## config.mk

```make
export PLATFORM = sky130hd
export DESIGN_NAME = rs_station_flat
export DESIGN_NICKNAME = d
export VERILOG_FILES = /design/src/rtl/rs_station_if.sv /design/src/rtl/rs_station.sv /design/src/flat_wrapper.sv
export SDC_FILE = /design/constraint.sdc
export NUM_CORES = 1
export LEC_CHECK = 0
export ABC_CLOCK_PERIOD_IN_PS = 10100
export CORE_ASPECT_RATIO = 0.6
export CORE_UTILIZATION = 62
export DETAILED_ROUTE_END_ITERATION = 6
export DONT_BUFFER_PORTS = 1
export HOLD_SLACK_MARGIN = 0.08
export MAX_ROUTING_LAYER = met4
export PLACE_DENSITY = 0.78
export SYNTH_ARGS = -nofsm -noshare
export SYNTH_HDL_FRONTEND = slang
export SYNTH_SLANG_ARGS = --single-unit
```

## constraint.sdc

```tcl
create_clock -name clock -period 10.1 [get_ports clock]
set_input_delay 2.02 -clock clock [delete_from_list [all_inputs] [get_ports clock]]
set_output_delay 2.02 -clock clock [all_outputs]
set_load 0.05 [all_outputs]
```

## src/rtl/rs_station_if.sv

```systemverilog
// Dispatch and issue handshake bundle for the reservation station.
// master = map-table/FU side, slave = reservation station.
interface rs_station_if #(
  parameter int TAG_W = 5,
  parameter int OP_W  = 8
);
  logic             disp_valid;
  logic             disp_ready;
  logic [TAG_W-1:0] disp_rob_tag;
  logic [OP_W-1:0]  disp_op;
  logic [TAG_W-1:0] disp_tag_a;
  logic             disp_tplus_a;
  logic [TAG_W-1:0] disp_tag_b;
  logic             disp_tplus_b;
  logic             issue_valid;
  logic             issue_ready;
  logic [TAG_W-1:0] issue_rob_tag;
  logic [OP_W-1:0]  issue_op;
  logic [TAG_W-1:0] issue_tag_a;
  logic [TAG_W-1:0] issue_tag_b;

  modport master (
    output disp_valid, disp_rob_tag, disp_op,
    output disp_tag_a, disp_tplus_a,
    output disp_tag_b, disp_tplus_b,
    input  disp_ready,
    input  issue_valid, issue_rob_tag, issue_op,
    input  issue_tag_a, issue_tag_b,
    output issue_ready
  );

  modport slave (
    input  disp_valid, disp_rob_tag, disp_op,
    input  disp_tag_a, disp_tplus_a,
    input  disp_tag_b, disp_tplus_b,
    output disp_ready,
    output issue_valid, issue_rob_tag, issue_op,
    output issue_tag_a, issue_tag_b,
    input  issue_ready
  );
endinterface

```

## src/rtl/rs_station.sv

```systemverilog
// Reservation station: CDB wakeup, age-matrix oldest-first issue.
// Entries allocate lowest-free-index; age order lives in older[][].
module rs_station #(
  parameter  int N_ENT = 8,
  parameter  int TAG_W = 5,
  parameter  int OP_W  = 8,
  localparam int IDX_W = $clog2(N_ENT),
  localparam int CNT_W = IDX_W + 1
) (
  input  logic             clock,
  input  logic             reset,
  input  logic             flush,
  input  logic             cdb_valid,
  input  logic [TAG_W-1:0] cdb_tag,
  output logic [CNT_W-1:0] count,
  rs_station_if.slave      bus
);

  logic [N_ENT-1:0] busy;
  logic [N_ENT-1:0] rdy_a;
  logic [N_ENT-1:0] rdy_b;
  logic [N_ENT-1:0] elig;
  logic [N_ENT-1:0] blocked;
  logic [N_ENT-1:0] grant;
  logic [N_ENT-1:0] older [N_ENT];
  logic [OP_W-1:0]  op_q  [N_ENT];
  logic [TAG_W-1:0] rob_q [N_ENT];
  logic [TAG_W-1:0] ta_q  [N_ENT];
  logic [TAG_W-1:0] tb_q  [N_ENT];

  logic [IDX_W-1:0] free_idx;
  logic [IDX_W-1:0] sel_idx;
  logic             disp_ready;
  logic             disp_fire;
  logic             issue_fire;
  logic             wake;
  logic             new_rdy_a;
  logic             new_rdy_b;
  logic [TAG_W-1:0] i_rob;
  logic [OP_W-1:0]  i_op;
  logic [TAG_W-1:0] i_ta;
  logic [TAG_W-1:0] i_tb;

  assign disp_ready = !reset && (count < CNT_W'(N_ENT));
  assign disp_fire  = bus.disp_valid && disp_ready;
  assign wake       = cdb_valid && (cdb_tag != '0);
  assign elig       = busy & rdy_a & rdy_b & {N_ENT{!reset}};
  assign issue_fire = bus.issue_valid && bus.issue_ready;

  assign new_rdy_a = (bus.disp_tag_a == '0) || bus.disp_tplus_a
                   || (wake && cdb_tag == bus.disp_tag_a);
  assign new_rdy_b = (bus.disp_tag_b == '0) || bus.disp_tplus_b
                   || (wake && cdb_tag == bus.disp_tag_b);

  assign bus.disp_ready    = disp_ready;
  assign bus.issue_valid   = |elig;
  assign bus.issue_rob_tag = i_rob;
  assign bus.issue_op      = i_op;
  assign bus.issue_tag_a   = i_ta;
  assign bus.issue_tag_b   = i_tb;

  // Lowest-index free entry receives the next dispatch.
  always_comb begin
    free_idx = '0;
    for (int i = N_ENT - 1; i >= 0; i--) begin
      if (!busy[i]) free_idx = IDX_W'(i);
    end
  end

  // An eligible entry wins unless some older entry is also eligible.
  always_comb begin
    blocked = '0;
    for (int i = 0; i < N_ENT; i++) begin
      for (int j = 0; j < N_ENT; j++) begin
        if (elig[j] && older[j][i]) blocked[i] = 1'b1;
      end
    end
    grant = elig & ~blocked;
  end

  // One-hot AND-OR mux of the winning entry; all zero when idle.
  always_comb begin
    sel_idx = '0;
    i_rob   = '0;
    i_op    = '0;
    i_ta    = '0;
    i_tb    = '0;
    for (int i = 0; i < N_ENT; i++) begin
      if (grant[i]) begin
        sel_idx = IDX_W'(i);
        i_rob   = i_rob | rob_q[i];
        i_op    = i_op | op_q[i];
        i_ta    = i_ta | ta_q[i];
        i_tb    = i_tb | tb_q[i];
      end
    end
  end

  // Entry state, age matrix and occupancy count.
  always_ff @(posedge clock) begin
    if (reset) begin
      busy  <= '0;
      rdy_a <= '0;
      rdy_b <= '0;
      count <= '0;
      for (int i = 0; i < N_ENT; i++) begin
        older[i] <= '0;
        op_q[i]  <= '0;
        rob_q[i] <= '0;
        ta_q[i]  <= '0;
        tb_q[i]  <= '0;
      end
    end else if (flush) begin
      busy  <= '0;
      count <= '0;
    end else begin
      for (int i = 0; i < N_ENT; i++) begin
        if (busy[i] && wake && ta_q[i] == cdb_tag) rdy_a[i] <= 1'b1;
        if (busy[i] && wake && tb_q[i] == cdb_tag) rdy_b[i] <= 1'b1;
      end
      if (issue_fire) busy[sel_idx] <= 1'b0;
      if (disp_fire) begin
        busy[free_idx]  <= 1'b1;
        op_q[free_idx]  <= bus.disp_op;
        rob_q[free_idx] <= bus.disp_rob_tag;
        ta_q[free_idx]  <= bus.disp_tag_a;
        tb_q[free_idx]  <= bus.disp_tag_b;
        rdy_a[free_idx] <= new_rdy_a;
        rdy_b[free_idx] <= new_rdy_b;
        for (int k = 0; k < N_ENT; k++) begin
          older[k][free_idx] <= busy[k];
        end
        older[free_idx] <= '0;
      end
      count <= count + CNT_W'(disp_fire) - CNT_W'(issue_fire);
    end
  end

endmodule

```

## src/flat_wrapper.sv

```systemverilog
// flat-port wrapper written by rule: the top's interface ports become plain ports
module rs_station_flat 
#(
  parameter  int N_ENT = 8,
  parameter  int TAG_W = 5,
  parameter  int OP_W  = 8,
  localparam int IDX_W = $clog2(N_ENT),
  localparam int CNT_W = IDX_W + 1
)
  (clock, reset, flush, cdb_valid, cdb_tag, count, bus_disp_valid, bus_disp_rob_tag, bus_disp_op, bus_disp_tag_a, bus_disp_tplus_a, bus_disp_tag_b, bus_disp_tplus_b, bus_disp_ready, bus_issue_valid, bus_issue_rob_tag, bus_issue_op, bus_issue_tag_a, bus_issue_tag_b, bus_issue_ready);
  rs_station_if #(.TAG_W(TAG_W), .OP_W(OP_W)) bus_i ();
  input  logic clock;
  input  logic reset;
  input  logic flush;
  input  logic cdb_valid;
  input  logic [TAG_W-1:0] cdb_tag;
  output logic [CNT_W-1:0] count;
  input wire logic [$bits(bus_i.disp_valid)-1:0] bus_disp_valid;
  input wire logic [$bits(bus_i.disp_rob_tag)-1:0] bus_disp_rob_tag;
  input wire logic [$bits(bus_i.disp_op)-1:0] bus_disp_op;
  input wire logic [$bits(bus_i.disp_tag_a)-1:0] bus_disp_tag_a;
  input wire logic [$bits(bus_i.disp_tplus_a)-1:0] bus_disp_tplus_a;
  input wire logic [$bits(bus_i.disp_tag_b)-1:0] bus_disp_tag_b;
  input wire logic [$bits(bus_i.disp_tplus_b)-1:0] bus_disp_tplus_b;
  output wire logic [$bits(bus_i.disp_ready)-1:0] bus_disp_ready;
  output wire logic [$bits(bus_i.issue_valid)-1:0] bus_issue_valid;
  output wire logic [$bits(bus_i.issue_rob_tag)-1:0] bus_issue_rob_tag;
  output wire logic [$bits(bus_i.issue_op)-1:0] bus_issue_op;
  output wire logic [$bits(bus_i.issue_tag_a)-1:0] bus_issue_tag_a;
  output wire logic [$bits(bus_i.issue_tag_b)-1:0] bus_issue_tag_b;
  input wire logic [$bits(bus_i.issue_ready)-1:0] bus_issue_ready;
  assign bus_i.disp_valid = bus_disp_valid;
  assign bus_i.disp_rob_tag = bus_disp_rob_tag;
  assign bus_i.disp_op = bus_disp_op;
  assign bus_i.disp_tag_a = bus_disp_tag_a;
  assign bus_i.disp_tplus_a = bus_disp_tplus_a;
  assign bus_i.disp_tag_b = bus_disp_tag_b;
  assign bus_i.disp_tplus_b = bus_disp_tplus_b;
  assign bus_disp_ready = bus_i.disp_ready;
  assign bus_issue_valid = bus_i.issue_valid;
  assign bus_issue_rob_tag = bus_i.issue_rob_tag;
  assign bus_issue_op = bus_i.issue_op;
  assign bus_issue_tag_a = bus_i.issue_tag_a;
  assign bus_issue_tag_b = bus_i.issue_tag_b;
  assign bus_i.issue_ready = bus_issue_ready;
  rs_station #(.N_ENT(N_ENT), .TAG_W(TAG_W), .OP_W(OP_W)) u_core (.clock(clock), .reset(reset), .flush(flush), .cdb_valid(cdb_valid), .cdb_tag(cdb_tag), .count(count), .bus(bus_i));
endmodule
```

Word-level counts from Yosys, hierarchy flattened
Memories as Yosys holds them, arrays and structs flattened.
Cells that the tools add are included.
- add/sub/neg operators: 2
- eq/ne operators: 18
- reductions and logical operators: 110
- order comparisons: 5
- muxes and demuxes: 254
- bitwise operators: 100
- operator list (cell ; count):
    1-bit 2-to-1 mux ; 189
    5-bit 2-to-1 mux ; 27
    8-bit 2-to-1 mux ; 16
    5-bit OR ; 21
    1-bit logical AND ; 96
    5-bit equality test ; 18
    1-bit OR ; 64
    8-bit OR ; 8
    3-bit 2-to-1 mux ; 16
    8-bit bitwise AND ; 5
    8-bit bitwise mux ; 2
    8-bit inverter ; 2
    8-bit OR reduction ; 2
    5-bit OR reduction ; 3
    5-bit zero test ; 2
    3-bit by 4-bit less-than comparator with 1-bit output, second input constant ; 2
    1-bit demux with 3-bit select ; 2
    3-bit by 1-bit >= comparator with 1-bit output, second input constant ; 2
    5-bit nonzero test ; 1
    4-bit by 1-bit adder with 4-bit output ; 1
    1-bit logical OR ; 4
    4-bit less-than comparator, second input constant ; 1
    2-bit 2-to-1 mux ; 2
    4-bit by 1-bit subtractor with 4-bit output ; 1
    2 further kinds ; 2
- logic and storage cells: 498
- bits in writable memories: 248
- bits of input ports: 36
- flip-flop bits (word level): 28
- memories kept: 5
- output and inout port bits: 29
- memories (name ; words ; bits a word ; rd ports ; clocked after Yosys merged registers in ; write ports ; RTL line ; RTL):
    u_core.older ; 8 ; 8 ; 8 ; 0 ; 9 ; rs_station.sv:25 ; logic [N_ENT-1:0] older [N_ENT];
    u_core.op_q ; 8 ; 8 ; 8 ; 0 ; 8 ; rs_station.sv:26 ; logic [OP_W-1:0] op_q [N_ENT];
    u_core.rob_q ; 8 ; 5 ; 8 ; 0 ; 8 ; rs_station.sv:27 ; logic [TAG_W-1:0] rob_q [N_ENT];
    u_core.ta_q ; 8 ; 5 ; 8 ; 0 ; 8 ; rs_station.sv:28 ; logic [TAG_W-1:0] ta_q [N_ENT];
    u_core.tb_q ; 8 ; 5 ; 8 ; 0 ; 8 ; rs_station.sv:29 ; logic [TAG_W-1:0] tb_q [N_ENT];

Longest topological paths before layout
- depth in word-level cells: 32
- mapped depth: 12

Worst setup path after synthesis
OpenSTA, ideal clock, no wires.
- path type: input to output
- from: in reset
- to: out bus_issue_tag_a[1]
- stages: 9
- data required time: 8.080 ns
- slack: 4.161 ns
- arrival time: 3.919 ns
- buffers on the path: 3
- cell sequence: and4b_1 > buf_2 > nand2b_1 > a221o_1 > a211oi_4 > buf_2 > buf_4 > nand2_1 > nand4_1
- word-level cells in the longest chain between the ends: 28
- elaborated cells between the ends (all ways): 147
- RTL lines (item ; RTL line ; RTL):
    start, declared ; flat_wrapper.sv:13 ; input logic reset;
    1-bit zero test * ; rs_station.sv:47 ; assign elig = busy & rdy_a & rdy_b & {N_ENT{!reset}};
    8-bit bitwise AND * ; rs_station.sv:47 ;
    1-bit logical AND ; rs_station.sv:75 ; if (elig[j] && older[j][i]) blocked[i] = 1'b1;
    1-bit 2-to-1 mux (8 in series) ; rs_station.sv:75 ;
    8-bit inverter ; rs_station.sv:78 ; grant = elig & ~blocked;
    8-bit bitwise AND * ; rs_station.sv:78 ;
    5-bit 2-to-1 mux ; rs_station.sv:89 ; if (grant[i]) begin
    5-bit OR ; rs_station.sv:93 ; i_ta = i_ta | ta_q[i];
    [... 5 more ...] ; n/a ;
    5-bit OR ; rs_station.sv:93 ;
    5-bit 2-to-1 mux ; rs_station.sv:89 ;
    5-bit OR ; rs_station.sv:93 ;
    5-bit 2-to-1 mux ; rs_station.sv:89 ;
    5-bit OR ; rs_station.sv:93 ;
    5-bit 2-to-1 mux ; rs_station.sv:89 ;
    5-bit OR ; rs_station.sv:93 ;
    5-bit 2-to-1 mux * ; rs_station.sv:89 ;
    end, declared ; flat_wrapper.sv:29 ; output wire logic [$bits(bus_i.issue_tag_a)-1:0] bus_issue_tag_a;
Mark *: on every way between the ends. The rest lies on a longest branch, timed or not.

Worst setup path after layout
- from: in reset
- to: out bus_issue_op[0]
- word-level cells in the longest chain between the ends: 28
- elaborated cells between the ends (all ways): 147
- RTL lines (item ; RTL line ; RTL):
    1-bit zero test * ; rs_station.sv:47 ;
    8-bit bitwise AND * ; rs_station.sv:47 ;
    1-bit logical AND ; rs_station.sv:75 ;
    1-bit 2-to-1 mux (8 in series) ; rs_station.sv:75 ;
    8-bit inverter ; rs_station.sv:78 ;
    8-bit bitwise AND * ; rs_station.sv:78 ;
    8-bit 2-to-1 mux ; rs_station.sv:89 ;
    8-bit OR ; rs_station.sv:92 ; i_op = i_op | op_q[i];
    [... 5 more ...] ; n/a ;
    8-bit OR ; rs_station.sv:92 ;
    8-bit 2-to-1 mux ; rs_station.sv:89 ;
    8-bit OR ; rs_station.sv:92 ;
    8-bit 2-to-1 mux ; rs_station.sv:89 ;
    8-bit OR ; rs_station.sv:92 ;
    8-bit 2-to-1 mux ; rs_station.sv:89 ;
    8-bit OR ; rs_station.sv:92 ;
    8-bit 2-to-1 mux * ; rs_station.sv:89 ;
    end, declared ; flat_wrapper.sv:28 ; output wire logic [$bits(bus_i.issue_op)-1:0] bus_issue_op;
Marked as above.

==> summary.md <==
| Metric | Value |
|---|---|
| Status | `finished clean` |
| FFs w/ async S/R, synth | `0%` |
| CTS tree | `built` |
| Hold-fix buffers, CTS | `0` |
| Adder-cell share of the synthesized area | `0.549%` |
| Largest delay share family, worst path | `compound AO/OA/AOI/OAI gates` |
| Clk sinks | `276` |
| Hold Vio Cnt, Final | `0` |
| Netlist Area Pre-Place | `12,800 sq um` |
| Syn Nets | `1,200` |
| Dpl hpwl | `23,300 um` |
| Io pins | `65` |
| Total power | `2280 uW` |
| R2R Path End | `u_core.op_q[7][3]$_SDFFCE_PN0P_` |
| Clk_lat worst skew | `0.55 ns` |
| CP arrival | `4.59 ns` |
| Die ar. | `21,200 sq um` |
| R2R cell count | `8` |
| Post-synth EDFFs | `184` |
| Hold Path Sink | `u_core.older[6][6]$_SDFFE_PP0P_` |
| Post-Synth XOR/XNOR Area | `6.38%` |
| CTS Root Buffer Type | `clkbuf_16` |
| Placer Congestion | `1.08` |
| Row Count | `40` |
| Mux cell area share after synthesis | `0.470%` |
| Seq/Total Area, Yosys | `57.7%` |
| Highest Clock Rate | `0.151 GHz` |
| Core Region | `20,100 sq um` |
| First-pass DRT Iterations | `6` |
| Fin util | `68.5%` |
| Total number of vias | `9,367` |
| Post-synthesis compound-gate area fraction | `11.2%` |
| Synth cell types | `61` |
| First-pass GRT wire length | `55,400 um` |
| Routed WL | `36,900 um` |
| Slew Limit Fails | `0` |
| Hold depth | `2` |
| Setup violators final | `0` |
| Synthesis Warnings | `0` |
| Simple-Gate Fraction of Synth Area | `20.0%` |
| Initial core utilization | `63.5%` |
| DR vias/cell | `6.65` |
| Worst path cell trace | `clkinv_1, buf_4, nand2_1, o211ai_1, a211oi_4, buf_4, a222oi_1, a21boi_0, nand3_1` |
| Hold Path Class | `flop to flop` |
| Max stage delay on crit path | `0.53 ns` |
| Post-synth top area cell | `edfxtp_1` |
| Worst-path clk slew | `0.06 ns` |
| Die height | `113 um` |
| Sum Neg Setup Slack | `0 ns` |
| ANT cells | `0` |
| Wire per inst | `26.2 um` |
| Flop2flop setup slack | `6.30 ns` |
| Critical path's slowest cell | `nand3_1` |
| Largest net degree at the start of global routing | `55` |
| Leakage power | `0.00503 uW` |
| Synthesis-to-finish area growth | `7.90%` |
| Max-Cap Viols | `0` |
| Longest Clk Path Bufs | `3` |
| Nets@finish | `1,158` |
| Die Wd | `187 um` |
| Peak supply drop | `121 uV` |
| Worst Path Required | `8.08 ns` |
| GRT overflow | `0` |
| Post-CTS Setup Bufs | `0` |
| Part of the cycle the worst path needs | `65.5%` |
| Synth area leaders | `edfxtp_1, dfxtp_1, and2_1` |
| IO buf count | `0` |
| Crit path top cell by count | `buf_4` |
| Vias in the first global route | `9,195` |
| Global router's overall resource usage | `36.3%` |
| Initial antenna violation count | `0` |
| Hold Path Origin | `u_core.older[6][6]$_SDFFE_PP0P_` |
| Detail Route Antenna Nets | `0` |
| Worst slew margin | `21.6%` |
| Critical Path Source Type | `primary input` |
| Unrepaired setup endpoints after global routing | `false` |
| PwrDens | `165 nW/um^2` |
| Highest net fanout along the worst path | `43` |
| Crit path kind | `primary input to output port` |
| Worst flop-to-flop path startpoint | `u_core.busy[6]$_SDFF_PP0_` |
| 1st-iter DRT viols | `1,577` |
| Main flop type after synthesis | `edfxtp_1` |
| Largest family of logic cells by synthesized area | `simple AND/OR/NAND/NOR gates` |
| Worst slew pin tran | `1.17 ns` |
| Yosys top cell area share | `43.3%` |
| Post-route clock skew | `0.0253 ns` |
| Drt drc | `0` |
| Mapped Cells | `1,159` |
| CTS resizes | `0` |
| CTS Buf Count | `25` |
| Worst setup EP type | `output port` |
| Share of layout cells above drive strength 1 | `7.92%` |
| Min Tclk post-route | `6.61 ns` |
| Synth Area per Inst | `11.0 sq um` |
| Flops & latches, synth | `276` |
| CP Buf/Inv Count | `3` |
| CTS H-tree depth | `1` |
==> worst max path at each step <==
stage	from	end	slack, ns	cells past startpoint
after global routing	reset	bus_issue_op[0]	3.38	9
final	reset	bus_issue_op[0]	3.49	9
after CTS	reset	bus_issue_op[0]	3.63	8
after detailed placement	reset	bus_issue_op[0]	3.64	9
after floorplan	reset	bus_issue_tag_a[1]	4.16	9
after global placement	reset	bus_issue_op[0]	3.69	9
==> state kept, by name, indices dropped and copies added, names as in the netlist <==
name	count
u_core.count	4
u_core.tb_q	40
u_core.busy	8
u_core.rdy_a	8
u_core.rob_q	40
u_core.op_q	64
u_core.older	64
u_core.rdy_b	8
u_core.ta_q	40
==> logic make-up after synthesis <==
family,count (synthesis)
compound gates,197
xor+xnor,93
fa+ha+maj,5
buf+inv,109
flops,276
mux,6
simple gates,473
==> report_power, final <==
part	internal, uW	switching [uW]
clock	511	422
sequential	1240	21.2
combinational	31.0	58.9
total	1780	502
==> worst register-to-register path, delay by kind of cell (launching register included) <==
kind            cells  cell delay [ns]
simple gates        3             1.25
buf+inv             2             0.93
flops               1             0.78
compound gates      3             0.50
==> cell usage after synthesis (8+ instances only) <==
master,instances
a311oi_1,8
a31oi_1,10
o21ai_0,9
buf_2,29
nor2_1,57
clkbuf_1,59
and3_1,56
nand2_1,97
inv_1,11
nand4_1,18
a22oi_1,39
a222oi_1,33
nor3_1,32
xor2_1,40
edfxtp_1,184
a21boi_0,9
a21oi_1,57
xnor2_1,53
nand3_1,31
nor3b_1,8
and2_1,142
dfxtp_1,92
==> cell usage in the layout, fill, tap and decap left out, types with 9 or more instances in the layout <==
master       n
edfxtp_1   184
nand2_1     97
a21boi_0     9
dfxtp_1     92
a31oi_1     10
a21oi_1     56
and2_1     142
nor2_1      53
nand4_1     18
a22oi_1     39
and3_1      56
nand3_1     31
clkbuf_16   25
xor2_1      40
a222oi_1    33
xnor2_1     53
nor3_1      32
buf_4       28
inv_1       11
==> layer usage <==
| layer | part of all wire (%) | GRT usage (%) | up-vias |
|---|---|---|---|
| met1 | 40 | 51.2 | 4461 |
| li1 | - | - | 4119 |
| met3 | 17 | 14.6 | 43 |
| met2 | 40 | 48.8 | 744 |
| met4 | 1.7 | 7.87 | 0 |
| met5 | 0 | - | - |
==> metrics by stage <==
| stage | hold slack, ns | setup slack [ns] | cell area, sq um | std cells |
|---|---|---|---|---|
| final | 0.451 | 3.49 | 13800 | 1409 |
| after global routing | 0.470 | 3.38 | 13800 | 1409 |
| after CTS | 0.447 | 3.63 | 13800 | 1409 |
| after detailed placement | 0.445 | 3.64 | 13000 | 1363 |
| after global placement | 0.432 | 3.69 | 13000 | 1363 |
| after floorplan | 0.406 | 4.16 | 12800 | 1159 |
==> final cells by class <==
class / instances / area [sq um]
clock buffer: 30 / 644
tap: 273 / 342
fill: 1478 / 6340
sequential: 276 / 7370
clock inverter: 16 / 145
inverter: 12 / 45.0
multi-input combinational: 774 / 5030
timing repair buffer: 28 / 210
Power figures use the tool's default switching activity.
